===== src/rtl/oflow_mem_buffer_ctrl.sv =====
// MEM history buffer controller: writes one frame of bboxes per ring slot and
// sweeps committed slots newest-to-oldest, issuing bbox address pairs.
module oflow_mem_buffer_ctrl #(
  parameter int MAX_HISTORY = 5,
  parameter int MAX_BBOX    = 32,
  parameter int FRAME_NUM_W = 8,
  parameter int HIST_W      = $clog2(MAX_HISTORY+1),
  parameter int BBOX_W      = $clog2(MAX_BBOX+1),
  parameter int ADDR_W      = $clog2(MAX_HISTORY*MAX_BBOX)
) (
  input  logic                   clk,
  input  logic                   reset_N,
  input  logic [FRAME_NUM_W-1:0] frame_num,
  input  logic [HIST_W-1:0]      num_of_history_frames,
  input  logic                   start_write,
  input  logic                   wr_valid,
  input  logic                   wr_last,
  output logic                   wr_ready,
  output logic                   mem_we,
  output logic [ADDR_W-1:0]      mem_waddr,
  output logic                   done_write,
  output logic                   err_overflow,
  input  logic                   start_read,
  input  logic                   line_ack,
  output logic                   rd_valid,
  output logic [ADDR_W-1:0]      rd_addr0,
  output logic [ADDR_W-1:0]      rd_addr1,
  output logic                   rd_addr1_valid,
  output logic [FRAME_NUM_W-1:0] rd_frame,
  output logic [HIST_W-1:0]      rd_hist_idx,
  output logic                   done_read,
  output logic                   busy_write,
  output logic                   busy_read
);

  localparam int SLOT_W = (MAX_HISTORY > 1) ? $clog2(MAX_HISTORY) : 1;
  localparam logic [SLOT_W-1:0] SLOT_ONE = 1;
  localparam logic [HIST_W-1:0] HIST_ONE = 1;
  localparam logic [HIST_W:0]   K_ONE    = 1;
  localparam logic [BBOX_W-1:0] BBOX_ONE = 1;

  localparam logic [1:0] W_IDLE = 2'd0, W_ACTIVE = 2'd1, W_COMMIT = 2'd2;
  localparam logic [1:0] R_IDLE = 2'd0, R_SCAN = 2'd1, R_ISSUE = 2'd2, R_DONE = 2'd3;

  logic [1:0]             w_state_q, w_state_d;
  logic [BBOX_W-1:0]      cnt_q, cnt_d;
  logic [SLOT_W-1:0]      wr_slot_q;
  logic [HIST_W-1:0]      committed_q;
  logic [BBOX_W-1:0]      end_ptr_q [MAX_HISTORY];
  logic [MAX_HISTORY-1:0] valid_q;
  logic                   err_q;
  logic                   beat_end;

  assign wr_ready     = (w_state_q == W_ACTIVE);
  assign mem_we       = wr_ready & wr_valid;
  assign mem_waddr    = ADDR_W'(int'(wr_slot_q) * MAX_BBOX + int'(cnt_q));
  assign done_write   = (w_state_q == W_COMMIT);
  assign busy_write   = (w_state_q != W_IDLE);
  assign err_overflow = err_q;
  assign beat_end     = mem_we & (wr_last | (cnt_q == BBOX_W'(MAX_BBOX-1)));

  always_comb begin
    w_state_d = w_state_q;
    cnt_d     = cnt_q;
    case (w_state_q)
      W_IDLE: if (start_write) begin
        w_state_d = W_ACTIVE;
        cnt_d     = '0;
      end
      W_ACTIVE: begin
        if (mem_we) cnt_d = cnt_q + BBOX_ONE;
        if (beat_end) w_state_d = W_COMMIT;
      end
      default: w_state_d = W_IDLE;
    endcase
  end

  always_ff @(posedge clk or posedge reset_N) begin
    if (reset_N) begin
      w_state_q   <= W_IDLE;
      cnt_q       <= '0;
      wr_slot_q   <= '0;
      committed_q <= '0;
      valid_q     <= '0;
      err_q       <= 1'b0;
      for (int i = 0; i < MAX_HISTORY; i++) end_ptr_q[i] <= '0;
    end else begin
      w_state_q <= w_state_d;
      cnt_q     <= cnt_d;
      // slot becomes invisible to the reader as soon as it is reopened
      if (w_state_q == W_IDLE && start_write) valid_q[wr_slot_q] <= 1'b0;
      if (mem_we && cnt_q == BBOX_W'(MAX_BBOX-1) && !wr_last) err_q <= 1'b1;
      if (w_state_q == W_COMMIT) begin
        end_ptr_q[wr_slot_q] <= cnt_q;
        valid_q[wr_slot_q]   <= 1'b1;
        wr_slot_q <= (wr_slot_q == SLOT_W'(MAX_HISTORY-1)) ? '0 : wr_slot_q + SLOT_ONE;
        if (committed_q != HIST_W'(MAX_HISTORY)) committed_q <= committed_q + HIST_ONE;
      end
    end
  end

  logic [1:0]             r_state_q, r_state_d;
  logic [HIST_W:0]        k_q, k_d;
  logic [HIST_W-1:0]      h_q, h_d, h_sel;
  logic [SLOT_W-1:0]      base_q, base_d, s_q, s_d, scan_slot;
  logic [BBOX_W-1:0]      off_q, off_d, end_cur;
  logic [FRAME_NUM_W-1:0] frame_q, frame_d;
  logic                   gap_q, gap_d;
  logic                   scan_hit, ack;
  logic [BBOX_W:0]        off_next;
  logic [ADDR_W-1:0]      addr0;
  int                     scan_i;

  always_comb begin
    h_sel = num_of_history_frames;
    if (h_sel > HIST_W'(MAX_HISTORY)) h_sel = HIST_W'(MAX_HISTORY);
    if (h_sel > committed_q) h_sel = committed_q;
    scan_i = int'(base_q) - int'(k_q);
    if (scan_i < 0) scan_i = scan_i + MAX_HISTORY;
    scan_slot = SLOT_W'(scan_i);
  end

  assign scan_hit = valid_q[scan_slot] && (end_ptr_q[scan_slot] != '0);
  assign end_cur  = end_ptr_q[s_q];
  assign off_next = {1'b0, off_q} + (BBOX_W+1)'(2);
  // one-cycle bubble after each ack so the metric sees a clean valid edge
  assign rd_valid = (r_state_q == R_ISSUE) && !gap_q;
  assign ack      = rd_valid & line_ack;
  assign addr0    = ADDR_W'(int'(s_q) * MAX_BBOX + int'(off_q));

  assign rd_addr0       = rd_valid ? addr0 : '0;
  assign rd_addr1       = rd_valid ? addr0 + ADDR_W'(1) : '0;
  assign rd_addr1_valid = rd_valid && (({1'b0, off_q} + (BBOX_W+1)'(1)) < {1'b0, end_cur});
  assign rd_frame       = rd_valid ? frame_q - FRAME_NUM_W'(k_q) : '0;
  assign rd_hist_idx    = rd_valid ? k_q[HIST_W-1:0] : '0;
  assign done_read      = (r_state_q == R_DONE);
  assign busy_read      = (r_state_q != R_IDLE);

  always_comb begin
    r_state_d = r_state_q;
    k_d       = k_q;
    h_d       = h_q;
    base_d    = base_q;
    s_d       = s_q;
    off_d     = off_q;
    frame_d   = frame_q;
    gap_d     = 1'b0;
    case (r_state_q)
      R_IDLE: if (start_read) begin
        r_state_d = R_SCAN;
        k_d       = K_ONE;
        h_d       = h_sel;
        base_d    = wr_slot_q;
        frame_d   = frame_num;
      end
      R_SCAN: begin
        if (k_q > {1'b0, h_q}) r_state_d = R_DONE;
        else if (scan_hit) begin
          s_d       = scan_slot;
          off_d     = '0;
          r_state_d = R_ISSUE;
        end else k_d = k_q + K_ONE;
      end
      R_ISSUE: if (ack) begin
        if (off_next >= {1'b0, end_cur}) begin
          k_d       = k_q + K_ONE;
          r_state_d = R_SCAN;
        end else begin
          off_d = off_next[BBOX_W-1:0];
          gap_d = 1'b1;
        end
      end
      default: r_state_d = R_IDLE;
    endcase
  end

  always_ff @(posedge clk or posedge reset_N) begin
    if (reset_N) begin
      r_state_q <= R_IDLE;
      k_q       <= '0;
      h_q       <= '0;
      base_q    <= '0;
      s_q       <= '0;
      off_q     <= '0;
      frame_q   <= '0;
      gap_q     <= 1'b0;
    end else begin
      r_state_q <= r_state_d;
      k_q       <= k_d;
      h_q       <= h_d;
      base_q    <= base_d;
      s_q       <= s_d;
      off_q     <= off_d;
      frame_q   <= frame_d;
      gap_q     <= gap_d;
    end
  end

endmodule


===== config.mk =====
export PLATFORM = sky130hd
export DESIGN_NAME = oflow_mem_buffer_ctrl
export DESIGN_NICKNAME = d
export VERILOG_FILES = /design/src/rtl/oflow_mem_buffer_ctrl.sv
export SDC_FILE = /design/constraint.sdc
export NUM_CORES = 1
export LEC_CHECK = 0
export CAP_MARGIN = 20
export CORE_MARGIN = 1.5
export CORE_UTILIZATION = 45
export DETAILED_ROUTE_END_ITERATION = 16
export GPL_ROUTABILITY_DRIVEN = 0
export PLACE_DENSITY = 0.78
export SETUP_SLACK_MARGIN = 0.5
export SLEW_MARGIN = 40
export SYNTH_ARGS = -nofsm -noshare
export SYNTH_HDL_FRONTEND = slang
export SYNTH_SLANG_ARGS = --single-unit

===== constraint.sdc =====
create_clock -name clk -period 3.7 [get_ports clk]
set_clock_uncertainty 0.05 [all_clocks]
set_input_delay 0.37 -clock clk [delete_from_list [all_inputs] [get_ports clk]]
set_output_delay 0.37 -clock clk [all_outputs]
set_load 0.01 [all_outputs]

Yosys cells after proc, flatten, opt, wreduce, memory -nomap -nowiden
Cells that the tools add are included.
- register bits: 80
- output and inout bits: 44
- $add $sub $neg: 12
- $lt $le $gt $ge: 13
- equal/unequal tests: 19
- muxes and demuxes: 49
- bitwise operators: 11
- reductions and logical operators: 26
- operators by type and width (kind ; count):
    two-way mux 6 bit ; 11
    binary-select mux 6 bit (select 3 bit) ; 2
    bitwise mux 30 bit ; 1
    two-way mux 8 bit ; 3
    one-hot mux 6 bit (2 select lines) ; 2
    two-way mux 4 bit ; 5
    demux 6 bit (select 3 bit) ; 1
    adder 8 x 6 -> 8 bit ; 2
    two-way mux 3 bit ; 5
    two-way mux 2 bit ; 7
    != test 2 bit (second input constant) ; 7
    greater-or-equal comparator 4 bit (second input constant) ; 3
    NOT 3 -> 4 bit ; 3
    one-hot mux 4 bit (3 select lines) ; 1
    two-way mux 5 bit ; 2
    adder 8 x 1 -> 8 bit (second input constant) ; 1
    logical AND 1 bit ; 8
    < comparator 3 x 4 -> 1 bit (second input constant) ; 2
    nonzero test 2 bit ; 4
    subtractor 8 x 4 -> 8 bit ; 1
    adder 6 x 1 -> 7 bit (second input constant) ; 1
    adder 6 x 2 -> 7 bit (second input constant) ; 1
    greater-or-equal comparator 7 x 6 -> 1 bit ; 1
    < comparator 7 x 6 -> 1 bit ; 1
    37 further kinds ; 55

Logic depth before layout (Yosys ltp)
Gate-level depths: netlist of the first run.
- depth in word-level cells: 12
- mapped depth: 12
- depth with buffers taken out: 11

Least setup slack after synthesis of the first run
OpenSTA, ideal clock, no wires.
- path kind: flip-flop to flip-flop
- start point: register s_q[0]
- end point: register k_q[0]
- arrival time: 2.941 ns
- setup slack: 0.584 ns
- cell stages (with the launch flop): 13
- path buffers: 1
- cells stage by stage: dfrtp_1 buf_2 mux4_2 nor2b_1 a31oi_1 ha_1 a21oi_1 nor2_1 a2111oi_0 a31o_2 or2_1 nor2_2 mux2_2
- cells in the longest elaborated chain, start to end: 7
- ends and longest elaborated chain (what ; RTL line ; RTL):
    start, declared ; 105 ; logic [SLOT_W-1:0] base_q, base_d, s_q, s_d, scan_slot;
    start signal, assigned ; 183 ; s_q <= '0;
    start signal, assigned ; 192 ; s_q <= s_d;
    NOT 3 -> 4 bit (not written as such) ; 124 ; assign end_cur = end_ptr_q[s_q];
    binary-select mux 6 bit (select 3 bit) ; 124 ;
    two-way mux 6 bit (not written as such) (2 in series) ; 124 ;
    greater-or-equal comparator 7 x 6 -> 1 bit ; 165 ; if (off_next >= {1'b0, end_cur}) begin
    != test 2 x 1 -> 1 bit (no line) ; n/a ;
    AND reduction 6 bit (no line) ; n/a ;
    end signal, assigned ; 189 ; k_q <= k_d;
    end, declared ; 103 ; logic [HIST_W:0] k_q, k_d;
No other way between the ends. The select of a mux whose other input is x is not followed.
A chain may end at the register's enable or synchronous reset.

Worst setup path after layout of the first run
Same ends and word-level chain as after synthesis.

==> reports/results.env, run 1 <==
SEQ_AREA_FRAC_SYNTH_PCT=40.77
HOLD_CLASS='input port to async pin'
CLOCK.FMAX_MHz=306.0
GRT_PASS1_WL_UM=17620
TIMING.RR.END='k_q[0]$_DFFE_PP0P_'
GRT_START_MAX_NET_PINS=54
DETAIL_ROUTE.VIAS_PER_CELL=5.528
SYNTH_ENABLE_FLOP_CELLS=0
CRITICAL_PATH.MAX_FANOUT=4
FINALHOLDVIOLCOUNT=0
ROUTE.VIAS.TOTAL=3715
YOSYS.AREA_SHARE.ADDER_PCT=11.15
NNETSFINAL=591
CTS_TREE='yes'
POSTSYNTHNETCOUNT=535
TOP_USAGE_LAYER='met2'
TIMING.REG2REG.SETUP_SLACK_PS=430
MAXCAPVIOLCOUNT=0
CTS.CLK_SLEW.WORST_PATHS_PS=90
CLOCK_INSERTION_DELAY_WORST_SKEW_PS=360
DETAIL_ROUTE.FIRST_PASS.ITERATIONS=5
CP_DATA_ARRIVAL_TIME_PS=3470
FIRST_GLOBAL_VIAS=3722
POST_PLACE_CELLS=649
FINAL_DESIGN_AREA_NO_FILL_SQ_UM=5887
CRIT_PATH_END_KIND='register'
REG2REGPATHDEPTH=13
POST_SYNTH_AND_OR_NAND_NOR_AREA_FRACTION_PCT=15.59
ROUTED_WIRELENGTH_UM=10690
POWER.LEAKAGE_nW=2.733
GR-USAGE-MET2_PCT=32.19
CORE_REGION_AREA_SQ_UM=10370
ANTENNA_VIOLATIONS_BEFORE_REPAIR=0
WL_PER_CELL_UM=15.91
CLOCK_SINKS=79
POWER_mW=4.516
FINAL_MIN_PERIOD_OVER_CLOCK_PERIOD_PCT=88.34
ACTUAL_SLEW_AT_THE_WORST_MAX_SLEW_PIN_PS=665.3
INITIAL_CORE_UTIL_PCT=46.75
TIMING.CRITICAL_PATH.REQUIRED_PS=3900
POSTPLACECELLAREA_SQ_UM=5527
AREA_OCCUPIED_BY_MULTI_INPUT_GATES_SQ_UM=2750
CRITICAL_PATH_TYPE='register to register'
MAX_SLEW_MARGIN_PCT=55.65
PORT_BUFFERS=60
NUM_ROWS=37
POWER-PER-CELL-AREA_nW_PER_UM2=767.2
FINAL.MIN_CLOCK_PERIOD_PS=3269
GRT.TOTAL_USAGE_PCT=19.43
CRITICAL_PATH.STARTPOINT_TYPE='register'
SYN2LAYOUT_AREA_GROWTH_PCT=21.42
DRC=0
TOTALNEGATIVESETUPSLACK_PS=0
FIRST_ITER_VIOLATIONS=168
USE_MET3_PCT=3.708
GR-USAGE-MET1_PCT=25.31
FINAL_CELLS=672
SETUP_SLACK_PS=431.5
YOSYS_REGISTER_BITS=79
ANTENNA_CELLS=0
SEQUENTIAL_CELL_AREA_SQ_UM=1979
CTS_INSERTED_BUFFERS=9
SYNTH_TOP_FAMILY_BY_AREA='simple AND/OR/NAND/NOR gates'
QUANTITY_OF_HOLD_FIXING_BUFFERS_ADDED_AFTER_CTS=0
SYNTH.MUX.AREA_FRACTION_PCT=14.12
FILLERINSTANCES=871
COMPLEX_GATE_FRACTION_OF_THE_SYNTHESIZED_AREA_PCT=10.66
FLOORPLAN.DIE.HEIGHT_UM=106.8
ASYNCSETRESETFLOPFRACSYNTH_PCT=100.0
SYNTH-MAIN-FF-CELL='sky130_fd_sc_hd__dfrtp_1'
GRT-OVFL-TOTAL=0
SYNTHXORXNORAREAFRAC_PCT=2.710
ANT_NETS=0
FINALSETUPVIOLCOUNT=0
SYNTH_CELL_TYPE_COUNT=60
YOSYSWARNINGS=0
DIE_BOUNDARY_WIDTH_UM=106.8
DP_SLACK_PS=128.9
LAYOUT-DRIVE-GT1-SHARE_PCT=20.71
STATUS='completed'
SETUP_REPAIR_AFTER_GLOBAL_ROUTING_MISSED_ITS_MARGIN='true'
DIE_AREA_SQ_UM=11410
CLOCK_TREE.ROOT_CELL='sky130_fd_sc_hd__clkbuf_8'
FINAL-MAX-SLEW-VIOLATION-COUNT=0
FLOORPLAN.IO_PINS=62
MAX-VDD-IR-DROP_uV=390.4
CTS.HTREE.LEVELS=3
SYNTHESIS.AREA_PER_INSTANCE_SQ_UM=10.21
DP_HPWL_UM=7770
NETLIST_INSTANCES=475
CTS_MAX_PATH_BUFFERS=2
SYNTH_AREA_SQ_UM=4848
CRITICAL_PATH.REG2REG.STARTPOINT='s_q[0]$_DFFE_PP0P_'
==> what timing repair did <==
| action | 4_1_cts | 5_1_grt |
|---|---|---|
| cloned | 0 | 0 |
| hold endpoints to repair | 0 | 0 |
| buffers inserted | 1 | 6 |
| pin swaps | 5 | 4 |
| gates resized for setup | 17 | 18 |
| setup endpoints to repair | 16 | 27 |
==> where the power goes <==
part	internal (mW)	total, mW	switching [mW]
Sequential	1.10	1.39	0.289
Combinational	1.20	2.49	1.29
Clock	0.312	0.639	0.326
Total	2.61	4.52	1.90
==> layer usage <==
metal  part of all wire, %  vias to the layer above
li1                      -                     1776
met1                    44                     1814
met2                    50                      111
met3                   4.7                       14
met4                   1.1                        0
met5                     0                        -
==> logic make-up (layout without fill, tap and decap cells) <==
logic type                 count (synthesis)  count (layout)
xor gates and xnor gates                  15              15
and+or+nand+nor                          151             151
DFF                                       79              79
muxes                                     55              55
AOI/OAI and AO/OA                         76              76
other                                      1               1
buffers and inverters                     56             117
adders and majority gates                 42              42
==> registers in the layout, indices dropped and copies added (netlist names), 4 cells and up <==
register   flops
cnt_q          6
end_ptr_q     30
frame_q        8
k_q            4
off_q          5
valid_q        5
==> critical path, stage by stage, from the launching register on <==
cell and delay, ps:
sky130_fd_sc_hd__dfrtp_2 420, sky130_fd_sc_hd__buf_4 160, sky130_fd_sc_hd__mux4_2 480, sky130_fd_sc_hd__nor2b_1 140
sky130_fd_sc_hd__a31oi_1 290, sky130_fd_sc_hd__ha_1 200, sky130_fd_sc_hd__nand2_1 50, sky130_fd_sc_hd__nor2_1 150
sky130_fd_sc_hd__a2111oi_2 60, sky130_fd_sc_hd__buf_4 140, sky130_fd_sc_hd__a31o_2 260, sky130_fd_sc_hd__or2_4 260
sky130_fd_sc_hd__nor2_4 150, sky130_fd_sc_hd__mux2_2 340
==> synthesized netlist by cell type (4+ instances only) <==
library cell | count | share of area (%)
sky130_fd_sc_hd__nor2b_1 | 12 | 1.5
sky130_fd_sc_hd__nand2_1 | 34 | 2.6
sky130_fd_sc_hd__mux2i_1 | 5 | 1.0
sky130_fd_sc_hd__mux4_2 | 5 | 2.3
sky130_fd_sc_hd__nor2_1 | 41 | 3.2
sky130_fd_sc_hd__xor2_1 | 9 | 1.6
sky130_fd_sc_hd__or4_1 | 7 | 1.1
sky130_fd_sc_hd__mux2_2 | 43 | 10
sky130_fd_sc_hd__and3_1 | 4 | 0.52
sky130_fd_sc_hd__o21a_1 | 4 | 0.62
sky130_fd_sc_hd__inv_1 | 28 | 2.2
sky130_fd_sc_hd__a31oi_1 | 8 | 1.0
sky130_fd_sc_hd__a21o_1 | 4 | 0.62
sky130_fd_sc_hd__nand3_1 | 16 | 1.7
sky130_fd_sc_hd__ha_1 | 40 | 10
sky130_fd_sc_hd__dfrtp_1 | 79 | 41
sky130_fd_sc_hd__buf_4 | 7 | 1.1
sky130_fd_sc_hd__xnor2_1 | 6 | 1.1
sky130_fd_sc_hd__a21oi_1 | 15 | 1.5
sky130_fd_sc_hd__nor3_1 | 4 | 0.41
sky130_fd_sc_hd__and2_1 | 12 | 1.5
sky130_fd_sc_hd__clkbuf_1 | 17 | 1.3
sky130_fd_sc_hd__o21ai_0 | 18 | 1.9
sky130_fd_sc_hd__a22o_2 | 4 | 0.83
sky130_fd_sc_hd__nand2b_1 | 4 | 0.52
==> cell usage in the layout (no fill, tap or decap), types with 6 or more instances in the layout <==
master,count
sky130_fd_sc_hd__inv_1,26
sky130_fd_sc_hd__and2_1,12
sky130_fd_sc_hd__nor2_1,40
sky130_fd_sc_hd__xor2_1,9
sky130_fd_sc_hd__nand3_1,14
sky130_fd_sc_hd__buf_4,12
sky130_fd_sc_hd__nor2b_1,12
sky130_fd_sc_hd__dfrtp_1,77
sky130_fd_sc_hd__or4_1,7
sky130_fd_sc_hd__ha_1,38
sky130_fd_sc_hd__nand2_1,34
sky130_fd_sc_hd__xnor2_1,6
sky130_fd_sc_hd__clkbuf_8,9
sky130_fd_sc_hd__a21oi_1,14
sky130_fd_sc_hd__o21ai_0,15
sky130_fd_sc_hd__mux2_2,43
sky130_fd_sc_hd__clkdlybuf4s50_1,58
sky130_fd_sc_hd__mux4_2,6
==> cell type report <==
class                      instances  area share [%]
clock buffer                      11           2.232
clock inverter                     5          0.9989
inverter                          29           1.849
multi-input combinational        340           46.72
sequential                        79           33.62
tap                              136           2.891
timing repair buffer              72           11.69
==> worst max path at each step <==
| stage | start | end | slack (ps) | depth (start not counted) |
|---|---|---|---|---|
| 2_1_floorplan | s_q[0]$_DFFE_PP0P_ | k_q[0]$_DFFE_PP0P_ | 580 | 12 |
| 3_3_place_gp | s_q[0]$_DFFE_PP0P_ | rd_addr1_valid | 180 | 10 |
| 3_5_place_dp | s_q[0]$_DFFE_PP0P_ | rd_addr1_valid | 130 | 10 |
| 4_1_cts | s_q[0]$_DFFE_PP0P_ | rd_addr1_valid | 460 | 10 |
| 5_1_grt | s_q[0]$_DFFE_PP0P_ | rd_addr1_valid | 300 | 10 |
| 6_report | s_q[0]$_DFFE_PP0P_ | k_q[0]$_DFFE_PP0P_ | 430 | 13 |
==> per-stage QoR <==
stage / util, % / hold slack, ps
6_report: 56.77 / 335.4
5_1_grt: 56.77 / 382.4
4_1_cts: 55.61 / 347.0
3_5_place_dp: 53.29 / 395.9
3_3_place_gp: 53.29 / 398.3
2_1_floorplan: - / 399.8
No activity file was read; power rests on OpenSTA's default activity.
==> run 2: changes to the inputs <==
- clock period: 3.7 -> 3.55 ns (I/O delays scaled with it)
==> run 2 against run 1 <==
  * Sequential share of layout area down 0.97 points
  * Non-clock buffer count grew 8
  * Sequential power rose by 4%
  * Largest power group unchanged
  * Highest routed layer unchanged
==> reports/results.env, run 2 (synthesized netlist as in run 1, its figures left out) <==
STATUS='completed'
FINAL_CELLS=680
GRT-OVFL-TOTAL=0
MAX-VDD-IR-DROP_uV=389.9
FILLERINSTANCES=878
CTS.HTREE.LEVELS=3
SWITCHING_POWER_mW=2.055
FINAL_CELL_MIX='78 x sky130_fd_sc_hd__dfrtp_1, 56 x sky130_fd_sc_hd__clkdlybuf4s50_1, 42 x sky130_fd_sc_hd__mux2_2'
CRITICAL_PATH.CELL_CHAIN='buf_6 -> mux4_2 -> nor2b_2 -> a31oi_2 -> ha_1 -> o21a_1 -> o21a_1 -> o21ai_1 -> nand2b_1 -> a211oi_2 -> buf_2'
MAXCAPVIOLCOUNT=0
LARGEST_REGISTER_FFS=30
CLOCK_SINKS=79
CP_DATA_ARRIVAL_TIME_PS=2870
COMB_POWER_SHARE_PCT=55.3
CRITICAL_PATH.STARTPOINT_TYPE='register'
ANT_NETS=0
NUM_ROWS=37
SETUP.WORST_PATH.START='s_q[0]$_DFFE_PP0P_'
ANTENNA_CELLS=0
CRITICAL_PATH_TYPE='register to output port'
WIRELENGTH_MET1_UM=4652
FIRST_ITER_VIOLATIONS=219
FIRST_GLOBAL_VIAS=3742
CTS.CLK_SLEW.WORST_PATHS_PS=90
CP_SLOWEST_STAGE_DELAY_PS=500
DP_SLACK_PS=94.28
LAYOUT.CELLS.MOST_COMMON='sky130_fd_sc_hd__dfrtp_1'
GRT_PASS1_WL_UM=17560
PORT_BUFFERS=60
DETAIL_ROUTE.FIRST_PASS.ITERATIONS=4
INITIAL_CORE_UTIL_PCT=46.75
P_CLK_SHARE_PCT=15.6
ROUTE.VIAS.TOTAL=3834
FLOORPLAN.IO_PINS=62
MAX_SLEW_MARGIN_PCT=52.45
ACTUAL_SLEW_AT_THE_WORST_MAX_SLEW_PIN_PS=713.2
FINAL_MIN_PERIOD_OVER_CLOCK_PERIOD_PCT=92.18
FINAL.MIN_CLOCK_PERIOD_PS=3272
FLOORPLAN.DIE.HEIGHT_UM=106.8
CLOCK_INSERTION_DELAY_WORST_SKEW_PS=360
SETUP_REPAIR_AFTER_GLOBAL_ROUTING_MISSED_ITS_MARGIN='true'
TIMING.REG2REG.SETUP_SLACK_PS=290
DIE_AREA_SQ_UM=11410
CTS_INSERTED_BUFFERS=9
FINALSETUPVIOLCOUNT=0
SYN2LAYOUT_AREA_GROWTH_PCT=24.93
ANTENNA_VIOLATIONS_BEFORE_REPAIR=0
CORE_REGION_AREA_SQ_UM=10370
CTS_MAX_PATH_BUFFERS=2
POWER-PER-CELL-AREA_nW_PER_UM2=816.8
TIMING.CRITICAL_PATH.REQUIRED_PS=3140
REG2REGPATHDEPTH=14
CRIT_PATH_END_KIND='output port'
CLOCK.FMAX_MHz=305.6
P_INT_mW=2.892
CLOCK_TREE.ROOT_CELL='sky130_fd_sc_hd__clkbuf_8'
HOLD_CLASS='register to register'
GRT.TOTAL_USAGE_PCT=19.34
TOP_FLOP_REGS='end_ptr_q: 30 flops, frame_q: 8 flops, cnt_q: 6 flops'
ROUTE.TOP_LAYER_USED='met4'
CP.BUFFERS_INVERTERS=2
ENDPOINT='rd_addr1_valid'
SHARE_SEQ_OF_TOTAL_POWER_PCT=29.1
POST_PLACE_CELLS=648
FINALHOLDVIOLCOUNT=0
CRITICAL_PATH.REG2REG.STARTPOINT='s_q[0]$_DFFE_PP0P_'
CPMAXSTAGEDELAYCELL='sky130_fd_sc_hd__mux4_2'
TIMING.RR.END='k_q[0]$_DFFE_PP0P_'
DIE_BOUNDARY_WIDTH_UM=106.8
DRC=0
POWER.LEAKAGE_nW=2.865
REGISTERS.TOP_BY_FF_COUNT='end_ptr_q'
SETUP_SLACK_PS=277.7
ROUTE.MET3.WL_UM=526
NNETSFINAL=599
QUANTITY_OF_HOLD_FIXING_BUFFERS_ADDED_AFTER_CTS=0
ROUTED_WIRELENGTH_UM=10770
CRITICAL_PATH.MOST_COMMON_CELL='sky130_fd_sc_hd__o21a_1'
CP.DEPTH=11
WL_PER_CELL_UM=15.84
DETAIL_ROUTE.VIAS_PER_CELL=5.638
WL_MET2_UM=5384
TIMING.CRITICAL_PATH.MAX_DELAY_FAMILY='compound AO/OA/AOI/OAI gates'
TOTALNEGATIVESETUPSLACK_PS=0
DP_HPWL_UM=7504
LAYOUT-DRIVE-GT1-SHARE_PCT=22.61
POWER_mW=4.947
POWER.SWITCHING_FRACTION_PCT=41.54
CTS_TREE='yes'
CRITICAL_PATH.MAX_FANOUT=4
GRT_START_MAX_NET_PINS=80
FINAL-MAX-SLEW-VIOLATION-COUNT=0
==> run 2: worst register-to-register path, stage by stage (launching register included) <==
cell and delay, ps:
sky130_fd_sc_hd__dfrtp_1 410, sky130_fd_sc_hd__buf_6 140, sky130_fd_sc_hd__buf_12 100, sky130_fd_sc_hd__mux4_2 490, sky130_fd_sc_hd__nor2b_1 150, sky130_fd_sc_hd__a31oi_1 220
sky130_fd_sc_hd__ha_1 200, sky130_fd_sc_hd__buf_4 110, sky130_fd_sc_hd__nand4_1 70, sky130_fd_sc_hd__nor2_1 120, sky130_fd_sc_hd__o211ai_1 130, sky130_fd_sc_hd__a31o_2 240
sky130_fd_sc_hd__or2_4 260, sky130_fd_sc_hd__nor2_4 110, sky130_fd_sc_hd__mux2_2 340
==> run 2: area by class of cell <==
| cell class | instances | area (sq um) | share of cell area [%] |
|---|---|---|---|
| clock buffer | 9 | 123.9 | 2.045 |
| clock inverter | 7 | 105.1 | 1.735 |
| inverter | 29 | 112.6 | 1.859 |
| multi-input combinational | 340 | 2790 | 46.06 |
| sequential | 79 | 1978 | 32.66 |
| tap | 136 | 170.2 | 2.809 |
| timing repair buffer | 80 | 777.0 | 12.83 |
==> run 2: how the worst min path moves through the flow <==
stage	startpoint	to	cells past startpoint
2_1_floorplan	base_q[0]$_DFFE_PP0P_	base_q[0]$_DFFE_PP0P_	2
4_1_cts	err_overflow$_DFFE_PP0P_	err_overflow$_DFFE_PP0P_	1
3_5_place_dp	err_overflow$_DFFE_PP0P_	err_overflow$_DFFE_PP0P_	1
5_1_grt	err_overflow$_DFFE_PP0P_	err_overflow$_DFFE_PP0P_	1
6_report	err_overflow$_DFFE_PP0P_	err_overflow$_DFFE_PP0P_	1
3_3_place_gp	err_overflow$_DFFE_PP0P_	err_overflow$_DFFE_PP0P_	1
==> run 2: power by group through the flow <==
| stage | clock, mW | combinational (mW) | sequential (mW) |
|---|---|---|---|
| floorplan | 0 | 1.75 | 1.32 |
| global placement | 0 | 2.20 | 1.43 |
| detailed placement | 0 | 2.29 | 1.45 |
| CTS | 0.777 | 2.51 | 1.43 |
| global route | 0.816 | 3.00 | 1.48 |
| finish | 0.769 | 2.74 | 1.44 |
==> run 2: per-stage QoR <==
| stage | utilization, % | hold WS [ps] | area, sq um |
|---|---|---|---|
| after floorplan | - | 399.8 | 4852 |
| after global placement | 53.23 | 397.6 | 5520 |
| after detailed placement | 53.27 | 396.3 | 5524 |
| after CTS | 56.93 | 419.6 | 5903 |
| after global routing | 58.41 | 436.3 | 6057 |
| final | 58.41 | 413.8 | 6057 |
==> run 2: per-layer routing <==
| metal | vias to the layer above | global-route usage (%) |
|---|---|---|
| li1 | 1810 | - |
| met1 | 1869 | 24.08 |
| met2 | 133 | 33.70 |
| met3 | 22 | 2.979 |
| met4 | 0 | 7.524 |
| met5 | - | 0 |
==> run 2: what timing repair did <==
| item | in CTS | in global routing |
|---|---|---|
| setup endpoints to repair | 16 | 33 |
| resized for setup | 23 | 23 |
| setup buffers | 10 | 6 |
| endpoints found under the hold margin | 0 | 0 |
| pin swaps | 10 | 8 |
